<file path="src/rtl/apb3_irq_scheduler_pkg.sv">
// APB3 interrupt scheduler: shared constants.
// Register offsets, CTRL bit positions, run-state encoding.
package apb3_irq_scheduler_pkg;

  localparam logic [2:0] OFF_CTRL     = 3'd0;
  localparam logic [2:0] OFF_PRESCALE = 3'd1;
  localparam logic [2:0] OFF_COMPARE  = 3'd2;
  localparam logic [2:0] OFF_COUNT    = 3'd3;
  localparam logic [2:0] OFF_STATUS   = 3'd4;

  localparam int CTRL_EN       = 0;
  localparam int CTRL_PERIODIC = 1;
  localparam int CTRL_IRQ_EN   = 2;

  typedef enum logic [1:0] {
    ST_IDLE,
    ST_RUN,
    ST_DONE
  } state_t;

endpackage

</file>
<file path="src/rtl/apb3_irq_scheduler_if.sv">
// APB3 bus bundle for the interrupt scheduler.
// master drives the request, slave drives the response.
interface apb3_irq_scheduler_if #(
  parameter int ADDR_WIDTH = 16
) ();
  logic [ADDR_WIDTH-1:0] PADDR;
  logic                  PSEL;
  logic                  PENABLE;
  logic                  PWRITE;
  logic [31:0]           PWDATA;
  logic [31:0]           PRDATA;
  logic                  PREADY;
  logic                  PSLVERROR;

  modport master (
    output PADDR, PSEL, PENABLE, PWRITE, PWDATA,
    input  PRDATA, PREADY, PSLVERROR
  );

  modport slave (
    input  PADDR, PSEL, PENABLE, PWRITE, PWDATA,
    output PRDATA, PREADY, PSLVERROR
  );
endinterface

</file>
<file path="src/rtl/apb3_irq_prescaler.sv">
// Prescaler: counts 0..limit, ticks on the limit value.
// A limit lowered below the count ticks at once.
module apb3_irq_prescaler #(
  parameter int PRE_WIDTH = 16
) (
  input  logic                 clk,
  input  logic                 reset,
  input  logic                 clear,
  input  logic                 enable,
  input  logic [PRE_WIDTH-1:0] limit,
  output logic                 tick
);
  logic [PRE_WIDTH-1:0] cnt_q;

  assign tick = enable && (cnt_q >= limit);

  // Free-running divider, restarted by clear.
  always_ff @(posedge clk) begin
    if (reset || clear) begin
      cnt_q <= '0;
    end else if (enable) begin
      cnt_q <= tick ? '0 : cnt_q + 1'b1;
    end
  end
endmodule

</file>
<file path="src/rtl/apb3_irq_scheduler.sv">
// APB3 interrupt scheduler top: regs, run FSM, event count.
// Emits a level irq and a one-cycle event strobe per expiry.
module apb3_irq_scheduler
  import apb3_irq_scheduler_pkg::*;
#(
  parameter int ADDR_WIDTH   = 16,
  parameter int CNT_WIDTH    = 32,
  parameter int PRE_WIDTH    = 16,
  parameter int PRESCALE_RST = 99,
  parameter int COMPARE_RST  = 0
) (
  input  logic                clk,
  input  logic                reset,
  apb3_irq_scheduler_if.slave apb,
  output logic                irq,
  output logic                event_pulse
);
  logic [ADDR_WIDTH-1:0] paddr;
  logic [2:0]            off;
  logic                  unused_addr;
  logic                  setup, access, mapped;
  logic                  wr, wr_ctrl, wr_pre, wr_cmp, wr_stat;
  logic [2:0]            ctrl_q;
  logic [PRE_WIDTH-1:0]  pre_q;
  logic [CNT_WIDTH-1:0]  cmp_q;
  logic [CNT_WIDTH-1:0]  cnt_q;
  logic                  pend_q;
  logic                  tick, expiry, running;
  logic [31:0]           rdata;
  state_t                state_q, state_d;

  assign paddr       = apb.PADDR;
  assign off         = paddr[4:2];
  assign unused_addr = ^paddr[ADDR_WIDTH-1:5];

  assign setup  = apb.PSEL && !apb.PENABLE;
  assign access = apb.PSEL && apb.PENABLE;
  assign mapped = (paddr[1:0] == 2'b00)
               && (off <= OFF_STATUS);

  assign wr      = access && apb.PWRITE && mapped;
  assign wr_ctrl = wr && (off == OFF_CTRL);
  assign wr_pre  = wr && (off == OFF_PRESCALE);
  assign wr_cmp  = wr && (off == OFF_COMPARE);
  assign wr_stat = wr && (off == OFF_STATUS);

  assign apb.PREADY    = 1'b1;
  assign apb.PSLVERROR = access && !mapped;

  assign running = (state_q == ST_RUN);
  assign expiry  = tick && (cnt_q >= cmp_q);
  assign irq     = pend_q && ctrl_q[CTRL_IRQ_EN];

  apb3_irq_prescaler #(
    .PRE_WIDTH(PRE_WIDTH)
  ) u_pre (
    .clk   (clk),
    .reset (reset),
    .clear (wr_ctrl),
    .enable(running),
    .limit (pre_q),
    .tick  (tick)
  );

  // Run-state register.
  always_ff @(posedge clk) begin
    if (reset) state_q <= ST_IDLE;
    else       state_q <= state_d;
  end

  // Next state: CTRL writes win over a one-shot expiry.
  always_comb begin
    state_d = state_q;
    unique case (state_q)
      ST_IDLE, ST_DONE: begin
        if (wr_ctrl && apb.PWDATA[CTRL_EN])
          state_d = ST_RUN;
      end
      ST_RUN: begin
        if (wr_ctrl && !apb.PWDATA[CTRL_EN])
          state_d = ST_IDLE;
        else if (expiry && !ctrl_q[CTRL_PERIODIC])
          state_d = ST_DONE;
      end
      default: state_d = ST_IDLE;
    endcase
  end

  // Config registers; one-shot expiry drops EN.
  always_ff @(posedge clk) begin
    if (reset) begin
      ctrl_q <= '0;
      pre_q  <= PRE_WIDTH'(PRESCALE_RST);
      cmp_q  <= CNT_WIDTH'(COMPARE_RST);
    end else begin
      if (wr_ctrl)
        ctrl_q <= apb.PWDATA[2:0];
      else if (expiry && !ctrl_q[CTRL_PERIODIC])
        ctrl_q[CTRL_EN] <= 1'b0;
      if (wr_pre) pre_q <= apb.PWDATA[PRE_WIDTH-1:0];
      if (wr_cmp) cmp_q <= apb.PWDATA[CNT_WIDTH-1:0];
    end
  end

  // Event counter, restarted by any CTRL write.
  always_ff @(posedge clk) begin
    if (reset || wr_ctrl)
      cnt_q <= '0;
    else if (tick)
      cnt_q <= expiry ? '0 : cnt_q + 1'b1;
  end

  // Pending flag (set beats W1C) and event strobe.
  always_ff @(posedge clk) begin
    if (reset) begin
      pend_q      <= 1'b0;
      event_pulse <= 1'b0;
    end else begin
      pend_q      <= (pend_q && !(wr_stat && apb.PWDATA[0]))
                  || expiry;
      event_pulse <= expiry;
    end
  end

  // Read mux; unmapped offsets read 0.
  always_comb begin
    rdata = '0;
    if (mapped) begin
      unique case (off)
        OFF_CTRL:     rdata = 32'(ctrl_q);
        OFF_PRESCALE: rdata = 32'(pre_q);
        OFF_COMPARE:  rdata = 32'(cmp_q);
        OFF_COUNT:    rdata = 32'(cnt_q);
        OFF_STATUS:   rdata = {30'd0, running, pend_q};
        default:      rdata = '0;
      endcase
    end
  end

  // Read data captured in setup, held through access.
  always_ff @(posedge clk) begin
    if (reset)      apb.PRDATA <= '0;
    else if (setup) apb.PRDATA <= rdata;
  end
endmodule

</file>
<file path="src/flat_wrapper.sv">
// flat-port wrapper written by rule: the top's interface ports become plain ports
module apb3_irq_scheduler_flat import apb3_irq_scheduler_pkg::*;
#(
  parameter int ADDR_WIDTH   = 16,
  parameter int CNT_WIDTH    = 32,
  parameter int PRE_WIDTH    = 16,
  parameter int PRESCALE_RST = 99,
  parameter int COMPARE_RST  = 0
)
  (clk, reset, irq, event_pulse, apb_PADDR, apb_PSEL, apb_PENABLE, apb_PWRITE, apb_PWDATA, apb_PRDATA, apb_PREADY, apb_PSLVERROR);
  apb3_irq_scheduler_if #(.ADDR_WIDTH(ADDR_WIDTH)) apb_i ();
  input  logic clk;
  input  logic reset;
  output logic irq;
  output logic event_pulse;
  input wire logic [$bits(apb_i.PADDR)-1:0] apb_PADDR;
  input wire logic [$bits(apb_i.PSEL)-1:0] apb_PSEL;
  input wire logic [$bits(apb_i.PENABLE)-1:0] apb_PENABLE;
  input wire logic [$bits(apb_i.PWRITE)-1:0] apb_PWRITE;
  input wire logic [$bits(apb_i.PWDATA)-1:0] apb_PWDATA;
  output wire logic [$bits(apb_i.PRDATA)-1:0] apb_PRDATA;
  output wire logic [$bits(apb_i.PREADY)-1:0] apb_PREADY;
  output wire logic [$bits(apb_i.PSLVERROR)-1:0] apb_PSLVERROR;
  assign apb_i.PADDR = apb_PADDR;
  assign apb_i.PSEL = apb_PSEL;
  assign apb_i.PENABLE = apb_PENABLE;
  assign apb_i.PWRITE = apb_PWRITE;
  assign apb_i.PWDATA = apb_PWDATA;
  assign apb_PRDATA = apb_i.PRDATA;
  assign apb_PREADY = apb_i.PREADY;
  assign apb_PSLVERROR = apb_i.PSLVERROR;
  apb3_irq_scheduler #(.ADDR_WIDTH(ADDR_WIDTH), .CNT_WIDTH(CNT_WIDTH), .PRE_WIDTH(PRE_WIDTH), .PRESCALE_RST(PRESCALE_RST), .COMPARE_RST(COMPARE_RST)) u_core (.clk(clk), .reset(reset), .apb(apb_i), .irq(irq), .event_pulse(event_pulse));
endmodule
</file>
<file path="config.mk">
export PLATFORM = sky130hd
export DESIGN_NAME = apb3_irq_scheduler_flat
export DESIGN_NICKNAME = d
export VERILOG_FILES = /design/src/rtl/apb3_irq_scheduler_pkg.sv /design/src/rtl/apb3_irq_scheduler_if.sv /design/src/rtl/apb3_irq_prescaler.sv /design/src/rtl/apb3_irq_scheduler.sv /design/src/flat_wrapper.sv
export SDC_FILE = /design/constraint.sdc
export NUM_CORES = 1
export LEC_CHECK = 0
export ABC_AREA = 0
export CAP_MARGIN = 15
export CORE_MARGIN = 4
export CORE_UTILIZATION = 55
export CTS_BUF_LIST = sky130_fd_sc_hd__clkbuf_4 sky130_fd_sc_hd__clkbuf_8
export DETAILED_ROUTE_END_ITERATION = 8
export PLACE_DENSITY = 0.86
export SYNTH_ARGS = -nofsm -noshare
export SYNTH_HDL_FRONTEND = slang
export SYNTH_SLANG_ARGS = --single-unit
</file>
<file path="constraint.sdc">
create_clock -name clk -period 2.8 [get_ports clk]
set_input_delay 0.84 -clock clk [delete_from_list [all_inputs] [get_ports clk]]
set_output_delay 0.84 -clock clk [all_outputs]
set_load 0.02 [all_outputs]
</file>
==> flow_metrics.tcl, run 1 <==
set metrics [dict create \
    status "complete, no violations" \
    cts.sink_count 135 \
    fin_crit_ns 2.76 \
    r2r_start "u_core.cmp_q[19]$_SDFFE_PP0P_" \
    placementRows 41 \
    wl_per_cell_um 16.3 \
    hold_path_depth 2 \
    r2r-end "u_core.cnt_q[31]$_SDFFE_PP0N_" \
    min_from "u_core.cmp_q[14]$_SDFFE_PP0P_" \
    fmax_mhz 362 \
    tightest_slew_ns 0.531 \
    synth.yosys.seq_area_share_pct 37.7 \
    hold_ws_ns 0.459 \
    clk_pin_slew_ns 0.07 \
    synth-edff-count 0 \
    htreeDepth 4 \
    start_util_pct 56.6 \
    grt_overflow 0 \
    antenna_found_initial 0 \
    path_max_fanout 2 \
    cts_buffers 17 \
    leakagePower_nw 3.13 \
    die_y_um 122 \
    crit_required_ns 1.96 \
    syn-cell-area_um2 7170 \
    fin_skew_ns 0.0100 \
    ys_ff_latch 135 \
    vias_per_cell 5.73 \
    power_density_nw_per_um2 417 \
    grt_pass1_wl_mm 31.0 \
    grt_max_degree 47 \
    synthFlopType "dfxtp_1" \
    whs_endpoint "u_core.cmp_q[14]$_SDFFE_PP0P_" \
    slew_viol_final 0 \
    post-route-period-util_pct 98.6 \
    cap_violations 0 \
    nets 1082 \
    vdd_drop_max_mv 0.316 \
    avgSynthCellArea_um2 8.11 \
    clockRootBuffer "clkbuf_8" \
    place.gp.congestion 0.884 \
    final_antenna_net_count 0 \
    arrival_ns 1.92 \
    slew_headroom_pct 63.7 \
    syn_inst 885 \
    rr_worst_depth 10 \
    placed_area_um2 8380 \
    design_area_um2 8760 \
    endpoint_kind "output pin" \
    drive_gt1_share_pct 12.0 \
    path_class "input port to output pin" \
    hold_class "register to register" \
    tritoncts "yes" \
    io_buffer_count 76 \
    clk_latency_ns 0.46 \
    drtIter0Drc 719 \
    cts_buffer_depth 2 \
    dieArea_um2 14900 \
    yosysWarnings 0 \
    synth_cell_types 58 \
    drcViolationCount 0 \
    routed_wl_mm 19.0 \
    vias 6655 \
    io_pins 89 \
    core_area_um2 12700 \
    async_flop_share_pct 0 \
    start_kind "input port" \
    antenna_cells 0 \
    grt_pass1_vias 6520 \
    hpwl_mm 13.8 \
    cts_hold_buffers 0 \
    die_w_um 122 \
    rrSetupSlack_ns 0.10 \
    syn2layout_area_growth_pct 22.2 \
    grt_usage_pct 26.1 \
    setup_viol 0 \
    hold_viol_final 0 \
    syn_nets 988 \
    dr.pass1.iters 5 \
]
routing by layer:
layer | GRT usage (%) | part of all wire [%] | up-vias
met5 | 0 | 0 | -
met4 | 9.38 | 2.1 | 0
met3 | 5.76 | 7.3 | 35
met2 | 41.7 | 46 | 251
met1 | 34.8 | 45 | 3104
li1 | - | - | 3265
cells in the final DEF (no fill, tap or decap), types with 4 or more instances in the layout:
| master | Yosys | final |
|---|---|---|
| and4_1 | 5 | 5 |
| buf_12 | 0 | 7 |
| and2_1 | 5 | 6 |
| a21oi_1 | 84 | 84 |
| or3_1 | 10 | 10 |
| a22o_1 | 16 | 16 |
| nand3_1 | 19 | 19 |
| and3_1 | 11 | 11 |
| nand4_1 | 15 | 15 |
| nand2_1 | 135 | 135 |
| a22oi_1 | 35 | 35 |
| nor2b_1 | 5 | 5 |
| clkdlybuf4s50_1 | 0 | 74 |
| nor2_1 | 89 | 89 |
| o21ai_0 | 25 | 24 |
| a2111oi_1 | 5 | 6 |
| a211o_1 | 5 | 5 |
| nor3_1 | 16 | 16 |
| inv_1 | 56 | 56 |
| buf_4 | 3 | 46 |
| xor2_1 | 13 | 13 |
| xnor2_1 | 21 | 21 |
| ha_1 | 50 | 50 |
| a211oi_1 | 4 | 4 |
| nand3b_1 | 6 | 6 |
| dfxtp_1 | 135 | 134 |
| a21oi_2 | 11 | 11 |
| clkbuf_8 | 0 | 25 |
| a21bo_2 | 5 | 5 |
| nand2b_1 | 4 | 4 |
worst max-delay path: stages:
cell	delay (ns)
clkdlybuf4s50_1	0.42
o21ai_1	0.15
nand2_1	0.09
and3_1	0.18
clkdlybuf4s15_2	0.24
flip-flops by register name (all words and copies together) (netlist names):
signal	count
u_core.state_q	2
u_core.event_pulse	1
u_core.cnt_q	32
u_core.cmp_q	32
u_core.ctrl_q	3
u_core.apb.PRDATA	32
u_core.pend_q	1
u_core.pre_q	16
u_core.u_pre.cnt_q	16
report_power, final:
| part | switching, W | leakage, nW | internal, W |
|---|---|---|---|
| Combinational | 0.000110 | 1.84 | 0.0000931 |
| Sequential | 0.00000128 | 1.09 | 0.00192 |
| Clock | 0.000708 | 0.201 | 0.000820 |
metrics by stage:
step / power [W] / std cells / TNS, ns / setup WS [ns] / utilization (%)
6_report: 0.00365 / 1162 / 0 / 0.0399 / 69.2
2_1_floorplan: 0.00206 / 885 / 0 / 0.217 / -
5_1_grt: 0.00376 / 1162 / -0.00753 / -0.00753 / 69.2
3_5_place_dp: 0.00216 / 1131 / -1.90 / -0.291 / 66.1
4_1_cts: 0.00366 / 1161 / 0 / 0.0348 / 69.1
3_3_place_gp: 0.00216 / 1131 / -0.533 / -0.283 / 66.1
timing repair:
item,4_1_cts,5_1_grt
endpoints found under the setup margin,1,12
pin swaps,0,1
buffers inserted,0,1
gates resized for setup,4,2
layout make-up:
type | count | area, µm²
Timing Repair Buffer | 129 | 1240
Clock buffer | 28 | 367
Inverter | 56 | 210
Multi-Input combinational cell | 640 | 4020
Tap cell | 172 | 215
Sequential cell | 135 | 2700
Fill cell | 987 | 3910
Clock inverter | 2 | 10.0
synth_stat cells (10+ instances only):
cell | number | area share [%]
dfxtp_1 | 135 | 38
nand2_1 | 135 | 7.1
nor2_1 | 89 | 4.7
a21oi_1 | 84 | 5.9
inv_1 | 56 | 2.9
ha_1 | 50 | 8.7
clkbuf_1 | 38 | 2.0
a22oi_1 | 35 | 3.7
o21ai_0 | 25 | 1.7
xnor2_1 | 21 | 2.6
nand3_1 | 19 | 1.3
a22o_1 | 16 | 2.0
nor3_1 | 16 | 1.1
nand4_1 | 15 | 1.3
xor2_1 | 13 | 1.6
a21oi_2 | 11 | 1.3
and3_1 | 11 | 0.96
or3_1 | 10 | 0.87
how the worst max path moves through the flow:
stage | start | end | slack [ns] | depth (start not counted)
floorplan | apb_PADDR[4] | u_core.u_pre.cnt_q[15]$_SDFFE_PP0N_ | 0.22 | 9
global route | u_core.cmp_q[19]$_SDFFE_PP0P_ | u_core.cnt_q[18]$_SDFFE_PP0N_ | -0.008 | 10
CTS | apb_PADDR[3] | apb_PSLVERROR | 0.03 | 5
finish | apb_PADDR[3] | apb_PSLVERROR | 0.04 | 5
global placement | apb_PADDR[3] | apb_PSLVERROR | -0.28 | 5
detailed placement | apb_PADDR[3] | apb_PSLVERROR | -0.29 | 5
cell families after synthesis:
family	count (synthesis)	share of synthesized area [%]
AOI/OAI and AO/OA	221	21.2
other	1	0.0523
muxes	5	0.890
DFF	135	37.7
and+or+nand+nor	329	20.8
buffers and inverters	110	6.44
xor gates and xnor gates	34	4.15
adders and majority gates	50	8.72
Power figures use the tool's default switching activity.
==> run 2: changes to the inputs <==
--- a/config.mk
+++ b/config.mk
@@ -6,12 +6,11 @@
 export NUM_CORES = 1
 export LEC_CHECK = 0
 export ABC_AREA = 0
-export CAP_MARGIN = 15
 export CORE_MARGIN = 4
-export CORE_UTILIZATION = 55
+export CORE_UTILIZATION = 58
 export CTS_BUF_LIST = sky130_fd_sc_hd__clkbuf_4 sky130_fd_sc_hd__clkbuf_8
 export DETAILED_ROUTE_END_ITERATION = 8
-export PLACE_DENSITY = 0.86
+export PLACE_DENSITY = 0.9
 export SYNTH_ARGS = -nofsm -noshare
 export SYNTH_HDL_FRONTEND = slang
 export SYNTH_SLANG_ARGS = --single-unit
==> run 2 against run 1 <==
  * Non-clock buffer count fell by 1
  * Clock skew rose by 0.0034 ns
  * Critical path depth rose by 5
  * Critical path type is now register to register
  * Critical endpoint is now u_core.cnt_q[31]$_SDFFE_PP0N_
  * Largest cell class unchanged
==> flow_metrics.tcl, run 2 (synthesis results as in run 1) <==
set metrics [dict create \
    status "complete, no violations" \
    io_pins 89 \
    cts.sink_count 135 \
    wl_per_cell_um 18.0 \
    cap_violations 0 \
    arrival_ns 3.13 \
    start_util_pct 59.5 \
    final_cell_mix "134 x nand2_1, 133 x dfxtp_1, 87 x nor2_1" \
    hold_class "register to register" \
    dr.pass1.iters 6 \
    grt_usage_pct 28.4 \
    hpwl_mm 13.6 \
    cpMostUsedCell "a21oi_1" \
    hold_viol_final 0 \
    post-route-period-util_pct 98.2 \
    io_buffer_count 76 \
    swShare_pct 21.2 \
    cp_slowest_stage_delay_ns 0.44 \
    clk_pin_slew_ns 0.08 \
    start_kind "register" \
    setup_viol 0 \
    grt_pass1_vias 6674 \
    core_area_um2 12100 \
    pwr-share-comb_pct 4.9 \
    nets 1081 \
    grt_max_degree 39 \
    drcViolationCount 0 \
    vias_per_cell 6.13 \
    crit_required_ns 3.18 \
    postCtsSetupRepairBufs 0 \
    fill_cells 793 \
    power.switching_w 0.000866 \
    tritoncts "yes" \
    power_density_nw_per_um2 461 \
    clockRootBuffer "clkbuf_8" \
    leakagePower_nw 3.16 \
    place.gp.congestion 0.898 \
    regArea_um2 2710 \
    endpoint_kind "register" \
    slowest_stage "a2111o_1" \
    final_antenna_net_count 0 \
    drive_gt1_share_pct 12.7 \
    routed_wl_mm 20.9 \
    p_total_w 0.00409 \
    cts_buffers 17 \
    multi_input_area_um2 4040 \
    slew_headroom_pct 53.1 \
    die_w_um 119 \
    clk_latency_ns 0.45 \
    fmax_mhz 364 \
    fin_skew_ns 0.0134 \
    top_regs "u_core.apb.PRDATA x32, u_core.cmp_q x32, u_core.cnt_q x32" \
    htreeDepth 4 \
    setup-tns-final_ns 0 \
    grt_pass1_wl_mm 33.0 \
    dieArea_um2 14200 \
    drtIter0Drc 928 \
    path_max_fanout 6 \
    syn2layout_area_growth_pct 23.5 \
    placementRows 40 \
    intPower_w 0.00322 \
    slew_viol_final 0 \
    vias 7105 \
    cts_hold_buffers 0 \
    die_y_um 119 \
    vdd_drop_max_mv 0.263 \
    rsz0062_at_grt "true" \
    fin_crit_ns 2.75 \
    cts_buffer_depth 2 \
    final_common_cell "nand2_1" \
    seqPwrFrac_pct 47.0 \
    p_clk_share_pct 48.0 \
    path_cells "inv_1 > ha_1 > a21oi_1 > o21ai_1 > a221o_1 > a2111o_1 > a31o_4 > a211o_4 > buf_4 > a21oi_1" \
    grt_overflow 0 \
    tightest_slew_ns 0.704 \
    rrSetupSlack_ns 0.05 \
    antenna_cells 0 \
    path_class "register to register" \
    antenna_found_initial 0 \
]
==> run 2: power by group through the flow <==
stage	sequential [W]	clock [W]	combinational, W
floorplan	0.00197	0	0.0000890
global placement	0.00197	0	0.000193
detailed placement	0.00197	0	0.000195
CTS	0.00192	0.00197	0.000197
global route	0.00192	0.00204	0.000214
finish	0.00192	0.00196	0.000202
==> run 2: metal layers <==
layer	GRT usage, %	wire length (µm)	up-vias
met1	37.3	8430	3359
met4	10.9	778	0
li1	-	-	3259
met5	0	0	-
met2	46.2	9760	420
met3	5.70	1890	67
==> run 2: layout make-up <==
cell class | instances | area share, %
Timing Repair Buffer | 128 | 13.6
Multi-Input combinational cell | 640 | 45.6
Clock buffer | 25 | 3.67
Sequential cell | 135 | 30.5
Tap cell | 168 | 2.37
Clock inverter | 7 | 1.84
Inverter | 56 | 2.37
==> run 2: path summary, 6_finish.rpt <==
| path | cells after the start | start | end |
|---|---|---|---|
| max | 10 | u_core.cmp_q[17]$_SDFFE_PP0P_ | u_core.cnt_q[31]$_SDFFE_PP0N_ |
| min | 2 | u_core.cmp_q[14]$_SDFFE_PP0P_ | u_core.cmp_q[14]$_SDFFE_PP0P_ |
| max reg2reg | 10 | u_core.cmp_q[17]$_SDFFE_PP0P_ | u_core.cnt_q[31]$_SDFFE_PP0N_ |
| min reg2reg | 2 | u_core.cmp_q[14]$_SDFFE_PP0P_ | u_core.cmp_q[14]$_SDFFE_PP0P_ |
==> run 2: stage by stage <==
stage               instances  worst slack, ns  hold slack, ns  utilization, %  instance area [µm²]
detailed placement       1127           -0.285           0.447            69.2                 8350
CTS                      1159           0.0155           0.457            73.2                 8830
floorplan                 885            0.217           0.436               -                 7170
global placement         1127           -0.289           0.443            69.2                 8350
finish                   1159           0.0517           0.455            73.5                 8860
global route             1159          -0.0363           0.467            73.5                 8860
==> run 2: critical path: cells and delay by family (launching register included) <==
kind / cells / cell delay [ns]
buf+inv: 2 / 0.23
fa+ha+maj: 1 / 0.28
flops: 1 / 0.37
compound gates: 7 / 1.80
==> run 2: timing repair <==
item                                    CTS  global route
endpoints found under the setup margin    1            49
hold endpoints to repair                  0             0
gates resized for setup                   3            12
==> run 3: changes to the inputs <==
--- a/config.mk
+++ b/config.mk
@@ -6,6 +6,7 @@
 export NUM_CORES = 1
 export LEC_CHECK = 0
 export ABC_AREA = 0
+export CAP_MARGIN = 15
 export CORE_MARGIN = 4
 export CORE_UTILIZATION = 58
 export CTS_BUF_LIST = sky130_fd_sc_hd__clkbuf_4 sky130_fd_sc_hd__clkbuf_8
==> results of run 3 <==
Same layout as run 2: the final DEF is identical, and so are final timing and power.
